===== config.mk =====
export PLATFORM = sky130hd
export DESIGN_NAME = peg_row_sequencer_flat
export DESIGN_NICKNAME = d
export VERILOG_FILES = /design/src/rtl/peg_row_sequencer_if.sv /design/src/rtl/peg_row_sequencer.sv /design/src/flat_wrapper.sv
export SDC_FILE = /design/constraint.sdc
export NUM_CORES = 1
export LEC_CHECK = 0
export ABC_CLOCK_PERIOD_IN_PS = 1900
export BUFFER_PORTS_ARGS = -buffer_cell sky130_fd_sc_hd__buf_4
export CORE_MARGIN = 5
export CORE_UTILIZATION = 45
export CTS_CLUSTER_SIZE = 24
export DETAILED_ROUTE_END_ITERATION = 10
export GPL_TIMING_DRIVEN = 0
export PLACE_DENSITY = 0.71
export SKIP_CTS_REPAIR_TIMING = 1
export SYNTH_ARGS = -nofsm -noshare
export SYNTH_HDL_FRONTEND = slang
export SYNTH_SLANG_ARGS = --single-unit

===== constraint.sdc =====
create_clock -name clk -period 1.9 [get_ports clk]
set_input_delay 0.475 -clock clk [delete_from_list [all_inputs] [get_ports clk]]
set_output_delay 0.475 -clock clk [all_outputs]
set_load 0.05 [all_outputs]

===== src/rtl/peg_row_sequencer_if.sv =====
// ----------------------------------------------------------------------------
// peg_row_sequencer_if
//   Groups the request side (from the game FSM) and the output side (to the
//   4x4 peg drawer and the VGA adapter) of peg_row_sequencer.
//
//   Request  : start, erase, row[3:0], guess[11:0], exact_cnt[2:0],
//              partial_cnt[2:0]
//   Drawer   : x_out[7:0], y_out[6:0], load, draw, rest_draw
//   VGA      : colour[2:0], plot
//   Status   : busy, done
//
//   master : the requester (game FSM or testbench)
//   slave  : the sequencer itself
// ----------------------------------------------------------------------------
interface peg_row_sequencer_if;
    logic        start;
    logic        erase;
    logic [3:0]  row;
    logic [11:0] guess;
    logic [2:0]  exact_cnt;
    logic [2:0]  partial_cnt;

    logic [7:0]  x_out;
    logic [6:0]  y_out;
    logic        load;
    logic        draw;
    logic        rest_draw;
    logic [2:0]  colour;
    logic        plot;
    logic        busy;
    logic        done;

    modport master (
        output start, erase, row, guess, exact_cnt, partial_cnt,
        input  x_out, y_out, load, draw, rest_draw, colour, plot, busy, done
    );

    modport slave (
        input  start, erase, row, guess, exact_cnt, partial_cnt,
        output x_out, y_out, load, draw, rest_draw, colour, plot, busy, done
    );
endinterface


===== src/rtl/peg_row_sequencer.sv =====
// ----------------------------------------------------------------------------
// peg_row_sequencer
//   Renders one board row on request: four guess pegs followed by four
//   feedback pegs. For every peg it loads the top-left pixel into the 4x4
//   drawer (one LOAD cycle), then holds draw/plot for DRAW_CYCLES cycles
//   while driving the peg colour. A row takes 8*(1+DRAW_CYCLES) cycles plus
//   a one-cycle DONE pulse.
//
//   Ports
//     clk     : system clock
//     resetn  : synchronous, active-low reset; aborts a row in progress
//     bus     : peg_row_sequencer_if.slave
//               in  start, erase, row, guess, exact_cnt, partial_cnt
//               out x_out, y_out, load, draw, rest_draw, colour, plot,
//                   busy, done
//
//   All outputs are registered: each state's output values are written on
//   the same edge that enters the state.
// ----------------------------------------------------------------------------
module peg_row_sequencer #(
    parameter int unsigned X_ORIGIN    = 8,
    parameter int unsigned Y_ORIGIN    = 4,
    parameter int unsigned PEG_PITCH   = 6,
    parameter int unsigned ROW_PITCH   = 8,
    parameter int unsigned FB_X_OFFSET = 32,
    parameter int unsigned FB_PITCH    = 5,
    parameter int unsigned MAX_ROWS    = 10,
    parameter int unsigned DRAW_CYCLES = 16,
    parameter logic [2:0]  COL_EXACT   = 3'b100,
    parameter logic [2:0]  COL_PARTIAL = 3'b111,
    parameter logic [2:0]  COL_BG      = 3'b000
) (
    input logic                clk,
    input logic                resetn,
    peg_row_sequencer_if.slave bus
);

    typedef enum logic [1:0] {
        S_IDLE = 2'd0,
        S_LOAD = 2'd1,
        S_DRAW = 2'd2,
        S_DONE = 2'd3
    } state_t;

    localparam logic [4:0] LAST_CNT = 5'(DRAW_CYCLES - 1);

    state_t      r_state;
    logic [2:0]  r_p;       // 0..3 guess pegs, 4..7 feedback pegs
    logic [4:0]  r_cnt;

    // Request snapshot taken when a row is accepted
    logic [3:0]  r_row;
    logic [11:0] r_guess;
    logic        r_erase;
    logic [2:0]  r_e;
    logic [2:0]  r_pc;

    // Registered outputs
    logic [7:0]  r_x;
    logic [6:0]  r_y;
    logic        r_load;
    logic        r_draw;
    logic        r_rest;
    logic [2:0]  r_colour;
    logic        r_plot;
    logic        r_busy;
    logic        r_done;

    logic        w_row_ok;
    logic [2:0]  w_e;
    logic [2:0]  w_room;
    logic [2:0]  w_pc;

    // Counts are clamped so that E+P never exceeds the four feedback slots.
    assign w_row_ok = 32'(bus.row) < MAX_ROWS;
    assign w_e      = (bus.exact_cnt > 3'd4) ? 3'd4 : bus.exact_cnt;
    assign w_room   = 3'd4 - w_e;
    assign w_pc     = (bus.partial_cnt > w_room) ? w_room : bus.partial_cnt;

    // Coordinates are formed at 9 bits and truncated to the port widths.
    function automatic logic [7:0] peg_x(input logic [2:0] p);
        logic [8:0] x;
        if (!p[2])
            x = 9'(X_ORIGIN) + 9'(p) * 9'(PEG_PITCH);
        else
            x = 9'(X_ORIGIN) + 9'(FB_X_OFFSET) + 9'({1'b0, p[1:0]}) * 9'(FB_PITCH);
        return x[7:0];
    endfunction

    function automatic logic [6:0] peg_y(input logic [3:0] row);
        logic [8:0] y;
        y = 9'(Y_ORIGIN) + 9'(row) * 9'(ROW_PITCH);
        return y[6:0];
    endfunction

    // Feedback slot j shows E exact markers, then P partial markers, then
    // background.
    function automatic logic [2:0] peg_colour(
        input logic [2:0]  p,
        input logic        erase,
        input logic [11:0] guess,
        input logic [2:0]  e,
        input logic [2:0]  pc
    );
        logic [2:0] j;
        logic [2:0] c;
        j = {1'b0, p[1:0]};
        if (erase) begin
            c = COL_BG;
        end else if (!p[2]) begin
            case (p[1:0])
                2'd0:    c = guess[2:0];
                2'd1:    c = guess[5:3];
                2'd2:    c = guess[8:6];
                default: c = guess[11:9];
            endcase
        end else if (j < e) begin
            c = COL_EXACT;
        end else if (j < e + pc) begin
            c = COL_PARTIAL;
        end else begin
            c = COL_BG;
        end
        return c;
    endfunction

    always_ff @(posedge clk) begin
        if (!resetn) begin
            r_state  <= S_IDLE;
            r_p      <= 3'd0;
            r_cnt    <= 5'd0;
            r_row    <= 4'd0;
            r_guess  <= 12'd0;
            r_erase  <= 1'b0;
            r_e      <= 3'd0;
            r_pc     <= 3'd0;
            r_x      <= 8'd0;
            r_y      <= 7'd0;
            r_load   <= 1'b0;
            r_draw   <= 1'b0;
            r_rest   <= 1'b0;
            r_colour <= 3'd0;
            r_plot   <= 1'b0;
            r_busy   <= 1'b0;
            r_done   <= 1'b0;
        end else begin
            // Strobes default low; each branch raises what the next state needs.
            r_load   <= 1'b0;
            r_rest   <= 1'b0;
            r_draw   <= 1'b0;
            r_plot   <= 1'b0;
            r_colour <= 3'd0;
            r_done   <= 1'b0;

            case (r_state)
                S_IDLE: begin
                    r_busy <= 1'b0;
                    if (bus.start && w_row_ok) begin
                        r_row   <= bus.row;
                        r_guess <= bus.guess;
                        r_erase <= bus.erase;
                        r_e     <= w_e;
                        r_pc    <= w_pc;
                        r_p     <= 3'd0;
                        r_state <= S_LOAD;
                        r_load  <= 1'b1;
                        r_rest  <= 1'b1;
                        r_busy  <= 1'b1;
                        // Row comes straight from the port here; the snapshot
                        // only becomes visible next cycle.
                        r_x     <= peg_x(3'd0);
                        r_y     <= peg_y(bus.row);
                    end
                end

                S_LOAD: begin
                    r_state  <= S_DRAW;
                    r_cnt    <= 5'd0;
                    r_draw   <= 1'b1;
                    r_plot   <= 1'b1;
                    r_busy   <= 1'b1;
                    r_colour <= peg_colour(r_p, r_erase, r_guess, r_e, r_pc);
                end

                S_DRAW: begin
                    if (r_cnt == LAST_CNT) begin
                        if (r_p == 3'd7) begin
                            r_state <= S_DONE;
                            r_busy  <= 1'b0;
                            r_done  <= 1'b1;
                        end else begin
                            r_p     <= r_p + 3'd1;
                            r_state <= S_LOAD;
                            r_load  <= 1'b1;
                            r_rest  <= 1'b1;
                            r_busy  <= 1'b1;
                            r_x     <= peg_x(r_p + 3'd1);
                            r_y     <= peg_y(r_row);
                        end
                    end else begin
                        r_cnt    <= r_cnt + 5'd1;
                        r_draw   <= 1'b1;
                        r_plot   <= 1'b1;
                        r_busy   <= 1'b1;
                        r_colour <= r_colour;
                    end
                end

                S_DONE: begin
                    // start is deliberately not looked at in this cycle
                    r_state <= S_IDLE;
                    r_busy  <= 1'b0;
                end

                default: begin
                    r_state <= S_IDLE;
                    r_busy  <= 1'b0;
                end
            endcase
        end
    end

    assign bus.x_out     = r_x;
    assign bus.y_out     = r_y;
    assign bus.load      = r_load;
    assign bus.draw      = r_draw;
    assign bus.rest_draw = r_rest;
    assign bus.colour    = r_colour;
    assign bus.plot      = r_plot;
    assign bus.busy      = r_busy;
    assign bus.done      = r_done;

endmodule


===== src/flat_wrapper.sv =====
// flat-port wrapper written by rule: the top's interface ports become plain ports
module peg_row_sequencer_flat 
#(
    parameter int unsigned X_ORIGIN    = 8,
    parameter int unsigned Y_ORIGIN    = 4,
    parameter int unsigned PEG_PITCH   = 6,
    parameter int unsigned ROW_PITCH   = 8,
    parameter int unsigned FB_X_OFFSET = 32,
    parameter int unsigned FB_PITCH    = 5,
    parameter int unsigned MAX_ROWS    = 10,
    parameter int unsigned DRAW_CYCLES = 16,
    parameter logic [2:0]  COL_EXACT   = 3'b100,
    parameter logic [2:0]  COL_PARTIAL = 3'b111,
    parameter logic [2:0]  COL_BG      = 3'b000
)
  (clk, resetn, bus_start, bus_erase, bus_row, bus_guess, bus_exact_cnt, bus_partial_cnt, bus_x_out, bus_y_out, bus_load, bus_draw, bus_rest_draw, bus_colour, bus_plot, bus_busy, bus_done);
  peg_row_sequencer_if bus_i ();
  input logic clk;
  input logic resetn;
  input wire logic [$bits(bus_i.start)-1:0] bus_start;
  input wire logic [$bits(bus_i.erase)-1:0] bus_erase;
  input wire logic [$bits(bus_i.row)-1:0] bus_row;
  input wire logic [$bits(bus_i.guess)-1:0] bus_guess;
  input wire logic [$bits(bus_i.exact_cnt)-1:0] bus_exact_cnt;
  input wire logic [$bits(bus_i.partial_cnt)-1:0] bus_partial_cnt;
  output wire logic [$bits(bus_i.x_out)-1:0] bus_x_out;
  output wire logic [$bits(bus_i.y_out)-1:0] bus_y_out;
  output wire logic [$bits(bus_i.load)-1:0] bus_load;
  output wire logic [$bits(bus_i.draw)-1:0] bus_draw;
  output wire logic [$bits(bus_i.rest_draw)-1:0] bus_rest_draw;
  output wire logic [$bits(bus_i.colour)-1:0] bus_colour;
  output wire logic [$bits(bus_i.plot)-1:0] bus_plot;
  output wire logic [$bits(bus_i.busy)-1:0] bus_busy;
  output wire logic [$bits(bus_i.done)-1:0] bus_done;
  assign bus_i.start = bus_start;
  assign bus_i.erase = bus_erase;
  assign bus_i.row = bus_row;
  assign bus_i.guess = bus_guess;
  assign bus_i.exact_cnt = bus_exact_cnt;
  assign bus_i.partial_cnt = bus_partial_cnt;
  assign bus_x_out = bus_i.x_out;
  assign bus_y_out = bus_i.y_out;
  assign bus_load = bus_i.load;
  assign bus_draw = bus_i.draw;
  assign bus_rest_draw = bus_i.rest_draw;
  assign bus_colour = bus_i.colour;
  assign bus_plot = bus_i.plot;
  assign bus_busy = bus_i.busy;
  assign bus_done = bus_i.done;
  peg_row_sequencer #(.X_ORIGIN(X_ORIGIN), .Y_ORIGIN(Y_ORIGIN), .PEG_PITCH(PEG_PITCH), .ROW_PITCH(ROW_PITCH), .FB_X_OFFSET(FB_X_OFFSET), .FB_PITCH(FB_PITCH), .MAX_ROWS(MAX_ROWS), .DRAW_CYCLES(DRAW_CYCLES), .COL_EXACT(COL_EXACT), .COL_PARTIAL(COL_PARTIAL), .COL_BG(COL_BG)) u_core (.clk(clk), .resetn(resetn), .bus(bus_i));
endmodule

Word-level counts from Yosys, hierarchy flattened
Cells that the tools add are included.
- flip-flop bits (word level): 55
- word-level logic and storage cells: 88
- add/subtract/negate cells: 8
- multiply operators: 2
- order comparisons: 5
- equality and inequality tests: 11
- multiplexer cells: 37
- reduce and logical (&&, ||, !) cells: 10
- operators by type and width (operator ; count):
    $mux W8 ; 4
    $mux W3 ; 10
    $mux W7 ; 3
    $pmux W8 S2 ; 1
    $add A3 B7 Y7 const A ; 2
    $pmux W7 S2 ; 1
    $pmux W3 S2 ; 2
    $pmux W5 S2 ; 1
    $pmux W3 S3 ; 1
    $pmux W2 S4 ; 1
    $add A4 B6 Y7 const A ; 1
    $add A6 B5 Y7 const A ; 1
    $eq A2 B2 Y1 const B ; 3
    $lt A2 B3 Y1 ; 2
    $mux W1 ; 6
    $mux W2 ; 3
    $reduce_and A2 Y1 ; 3
    $add A5 B1 Y5 const B ; 1
    $eq A5 B4 Y1 const B ; 1
    $mul A2 B3 Y5 const B ; 1
    $mul A3 B2 Y5 const B ; 1
    $mux W5 ; 1
    $eq A2 B1 Y1 const B ; 2
    $logic_not A2 Y1 ; 2
    15 further kinds ; 19

Logic depth before layout (Yosys ltp)
- depth after elaboration: 7
- gate-level depth with buffers: 8
- gate-level depth less buffers: 8

Worst setup path after synthesis
OpenSTA, ideal clock, no wires.
- path type: reg-to-reg
- start point: reg u_core.r_p[0]
- end point: reg u_core.r_x[3], in the netlist u_core.bus.x_out[3]
- arrival: 1.923 ns
- required time: 1.776 ns
- slack: -0.147 ns
- stages on the path, launching flop included: 9
- path buffers: 0
- clock period less this slack: 2.047 ns
- path through: dfxtp_1 ha_1 ha_1 inv_1 fa_1 nor2_1 a21oi_1 o31ai_1 a21oi_1
- cells in the longest elaborated chain, start to end: 7
- RTL lines (what ; RTL line ; text):
    start: declaration ; peg_row_sequencer.sv:48 ; logic [2:0] r_p;
    start signal: assignment ; peg_row_sequencer.sv:192 ; r_p <= r_p + 3'd1;
    $add A3 B1 Y3 ; peg_row_sequencer.sv:197 ; r_x <= peg_x(r_p + 3'd1);
    $mul A3 B2 Y5 / $mul A2 B3 Y5 (equally long branches) ; peg_row_sequencer.sv:84, peg_row_sequencer.sv:86 ;
    $add A4 B6 Y7 / $add A6 B5 Y7 (equally long branches) ; peg_row_sequencer.sv:84, peg_row_sequencer.sv:86 ;
    $mux W8 ; peg_row_sequencer.sv:83 ; if (!p[2])
    $mux W8 ; peg_row_sequencer.sv:187 ; if (r_p == 3'd7) begin
    $mux W8 ; peg_row_sequencer.sv:186 ; if (r_cnt == LAST_CNT) begin
    $pmux W8 S2 ; peg_row_sequencer.sv:155 ; case (r_state)
    end signal: assignment ; peg_row_sequencer.sv:171 ; r_x <= peg_x(3'd0);
    end signal: assignment ; peg_row_sequencer.sv:197 ;
    end: declaration ; peg_row_sequencer.sv:59 ; logic [7:0] r_x;
Parallel ways exist; a longest one is shown, timed or not. The select of a mux whose other input is x is not followed.
A chain may end at the register's enable or synchronous reset.

Worst setup path in the final report
Ends and elaborated chain as after synthesis.

==> impl_metrics.py <==
metrics = {
    "status": {
        "status": "finished, violations left",
        "violations": "negative setup slack",
    },
    "final_layout": {
        "drive_gt1_share_pct": 34.8,
        "area_delta_synth_final_pct": 34.5,
        "final_cell_mix": "buf_4, nand2_1, dfxtp_1",
        "antenna-diode-count": 0,
        "fin_nets": 429,
        "seq_area_mm2": 0.00104,
        "final_common_cell": "buf_4",
        "multi_input_area_mm2": 0.00173,
        "fillerInstances": 508,
        "utilization_pct": 61.9,
    },
    "drt": {
        "drc": 0,
        "wirelength_mm": 6.92,
        "via_per_inst": 5.45,
        "drtIter0Drc": 132,
        "drt_first_pass_iters": 4,
        "wl_per_cell_um": 15.1,
        "drtAntennaViolNets": 0,
        "via_count": 2492,
    },
    "die": {
        "rows": 28,
        "fp.coreArea_mm2": 0.00592,
        "io_pins": 50,
        "die_w_um": 87.8,
        "dieArea_mm2": 0.00771,
        "start_util_pct": 46.0,
        "die_y_um": 87.8,
    },
    "timing": {
        "clock.fmax_ghz": 0.494,
        "holdWs_ns": 0.430,
        "finalCritPeriodShare_pct": 107,
        "drv_slew": 0,
        "tns_ns": -0.362,
        "fin_ws_ns": -0.126,
        "rsz0062_at_grt": "yes",
        "finalCriticalPeriod_ns": 2.03,
        "slew_headroom_pct": 64.5,
        "setup_violations": 4,
        "clock_skew_ns": 0.00985,
        "worst_pin_slew_ns": 0.533,
        "final_hold_viol_count": 0,
    },
    "worst_setup_path": {
        "worst-setup-path-type": "reg -> reg",
        "worstSetupStartpointType": "register",
        "worstPathRequired_ns": 2.09,
        "crit_path_end_kind": "register",
        "crit_fanout": 6,
        "crit_arrival_ns": 2.22,
    },
    "clock_network": {
        "clk_path_buf_depth": 2,
        "clockRootBuffer": "clkbuf_8",
        "numCtsBuffers": 5,
        "htreeDepth": 2,
        "path_clk_slew_ns": 0.09,
        "clock-sinks": 51,
        "cts_tree": "done",
        "clock_latency_ns": 0.30,
    },
    "power_and_ir_drop": {
        "ir_drop_mv": 0.734,
        "seq_power_share_pct": 36.9,
        "intPower_mw": 2.21,
        "netSwitchingFraction_pct": 38.4,
        "power_density_mw_per_mm2": 981,
        "p_sw_mw": 1.38,
        "p_leak_nw": 1.52,
        "pwr-share-comb_pct": 44.3,
        "p_clk_share_pct": 18.9,
    },
    "synthesis": {
        "ys_seq_elements": 51,
        "yosys_warnings": 0,
        "async_reset_ff_share_pct": 0,
        "synth_top_flop_cell": "dfxtp_1",
        "synthTopCellsByArea": "dfxtp_1, ha_1, nand2_1",
        "yosysTopAreaCell": "dfxtp_1",
        "syn_area_per_cell_um2": 8.82,
        "syn_area_mm2": 0.00273,
        "synth_edf_count": 0,
        "yosysTopAreaCellShare_pct": 37.4,
        "ys_seq_area_share_pct": 37.4,
        "ys_types": 53,
        "netlist_instances": 309,
    },
    "global_route": {
        "grt_first_pass_wirelength_mm": 10.8,
        "grt.overflow.total": 0,
        "antenna_found_initial": 0,
        "grt_max_degree": 15,
        "grtUsageTotal_pct": 17.7,
        "grt_pass1_vias": 2291,
    },
    "place": {
        "hpwlAfterDp_mm": 4.91,
        "place.port_buffers": 45,
        "place.gp.congestion": 0.866,
    },
    "job": {
        "maxCapViolCount": 0,
    },
    "min_path": {
        "hp-class": "in -> reg",
    },
}
cell type report:
class                           instances  area share [%]
Multi-Input combinational cell        218            47.3
Sequential cell                        51            28.4
Timing Repair Buffer                   63            13.3
Buffer                                 23            3.69
Clock buffer                            8            2.73
Tap cell                               75            2.56
Inverter                               19            2.05
per-layer routing:
layer	wire (µm)	global-route usage, %	vias to the layer above
met5	0	0	-
met4	92	3.91	0
met3	480	4.05	11
met2	3220	28.6	78
met1	3120	24.3	1196
li1	-	-	1207
final timing paths:
kind,startpoint,to,slack (ns),cells after the start
max,u_core.r_p[0],u_core.bus.x_out[3],-0.13,8
min,bus_guess[10],u_core.r_guess[10],0.43,3
min reg2reg,u_core.bus.x_out[3],u_core.bus.x_out[3],0.46,2
max reg2reg,u_core.r_p[0],u_core.bus.x_out[3],-0.13,8
worst max-delay path, stage by stage, from the launching register on:
cell,delay [ns]
dfxtp_4,0.39
ha_4,0.19
ha_4,0.30
inv_2,0.04
fa_1,0.47
nor2_2,0.13
a21oi_1,0.06
o31ai_1,0.26
a21oi_1,0.07
through the flow:
stage / worst slack, ns / instance area (µm²) / std cells / power [mW]
after global routing: -0.205 / 3670 / 457 / 3.81
final: -0.126 / 3670 / 457 / 3.60
after detailed placement: -0.369 / 3260 / 431 / 2.75
after global placement: -0.326 / 3260 / 431 / 2.73
after CTS: -0.380 / 3360 / 439 / 3.41
after floorplan: -0.00380 / 2830 / 311 / 2.36
cell families (layout without fill, tap and decap cells):
logic type	count (synthesis)	in the layout	synth area share, %
and+or+nand+nor	107	107	18.8
AOI/OAI and AO/OA	70	70	19.4
DFF	51	51	37.4
buffers and inverters	42	113	7.16
adders and majority gates	22	22	10.6
muxes	13	13	4.96
xor gates and xnor gates	3	3	1.51
other	1	3	0.138
Yosys cell counts, types with 4 or more instances:
cell type	number
mux2i_1	9
buf_4	6
dfxtp_1	51
a21boi_0	21
clkbuf_1	10
nand2_1	59
ha_1	20
nand2b_1	5
mux2_2	4
buf_2	6
a32o_1	8
inv_1	19
o21ai_0	6
nand3_1	5
a22oi_1	5
a21oi_1	7
nor2_1	10
nor2b_1	5
flip-flops by register name (all words and copies together), names as in the netlist:
signal             count
u_core.bus.load        1
u_core.r_p             2
u_core.bus.colour      3
u_core.r_cnt           5
u_core.bus.done        1
u_core.r_state         2
u_core.bus.y_out       5
u_core.bus.x_out       7
u_core.bus.busy        1
u_core.r_row           4
u_core.r_guess        12
u_core.bus.draw        1
u_core.r_pc            3
u_core.r_erase         1
u_core.r_e             3
power by group through the flow:
stage          logic [mW]  registers [mW]  clock network, mW
2_1_floorplan       0.781            1.58                  0
3_5_place_dp         1.40            1.35                  0
4_1_cts              1.40            1.33              0.685
6_report             1.59            1.33              0.678
3_3_place_gp         1.38            1.35                  0
5_1_grt              1.73            1.35              0.740
Note: power is estimated with default switching activity, not from simulation.
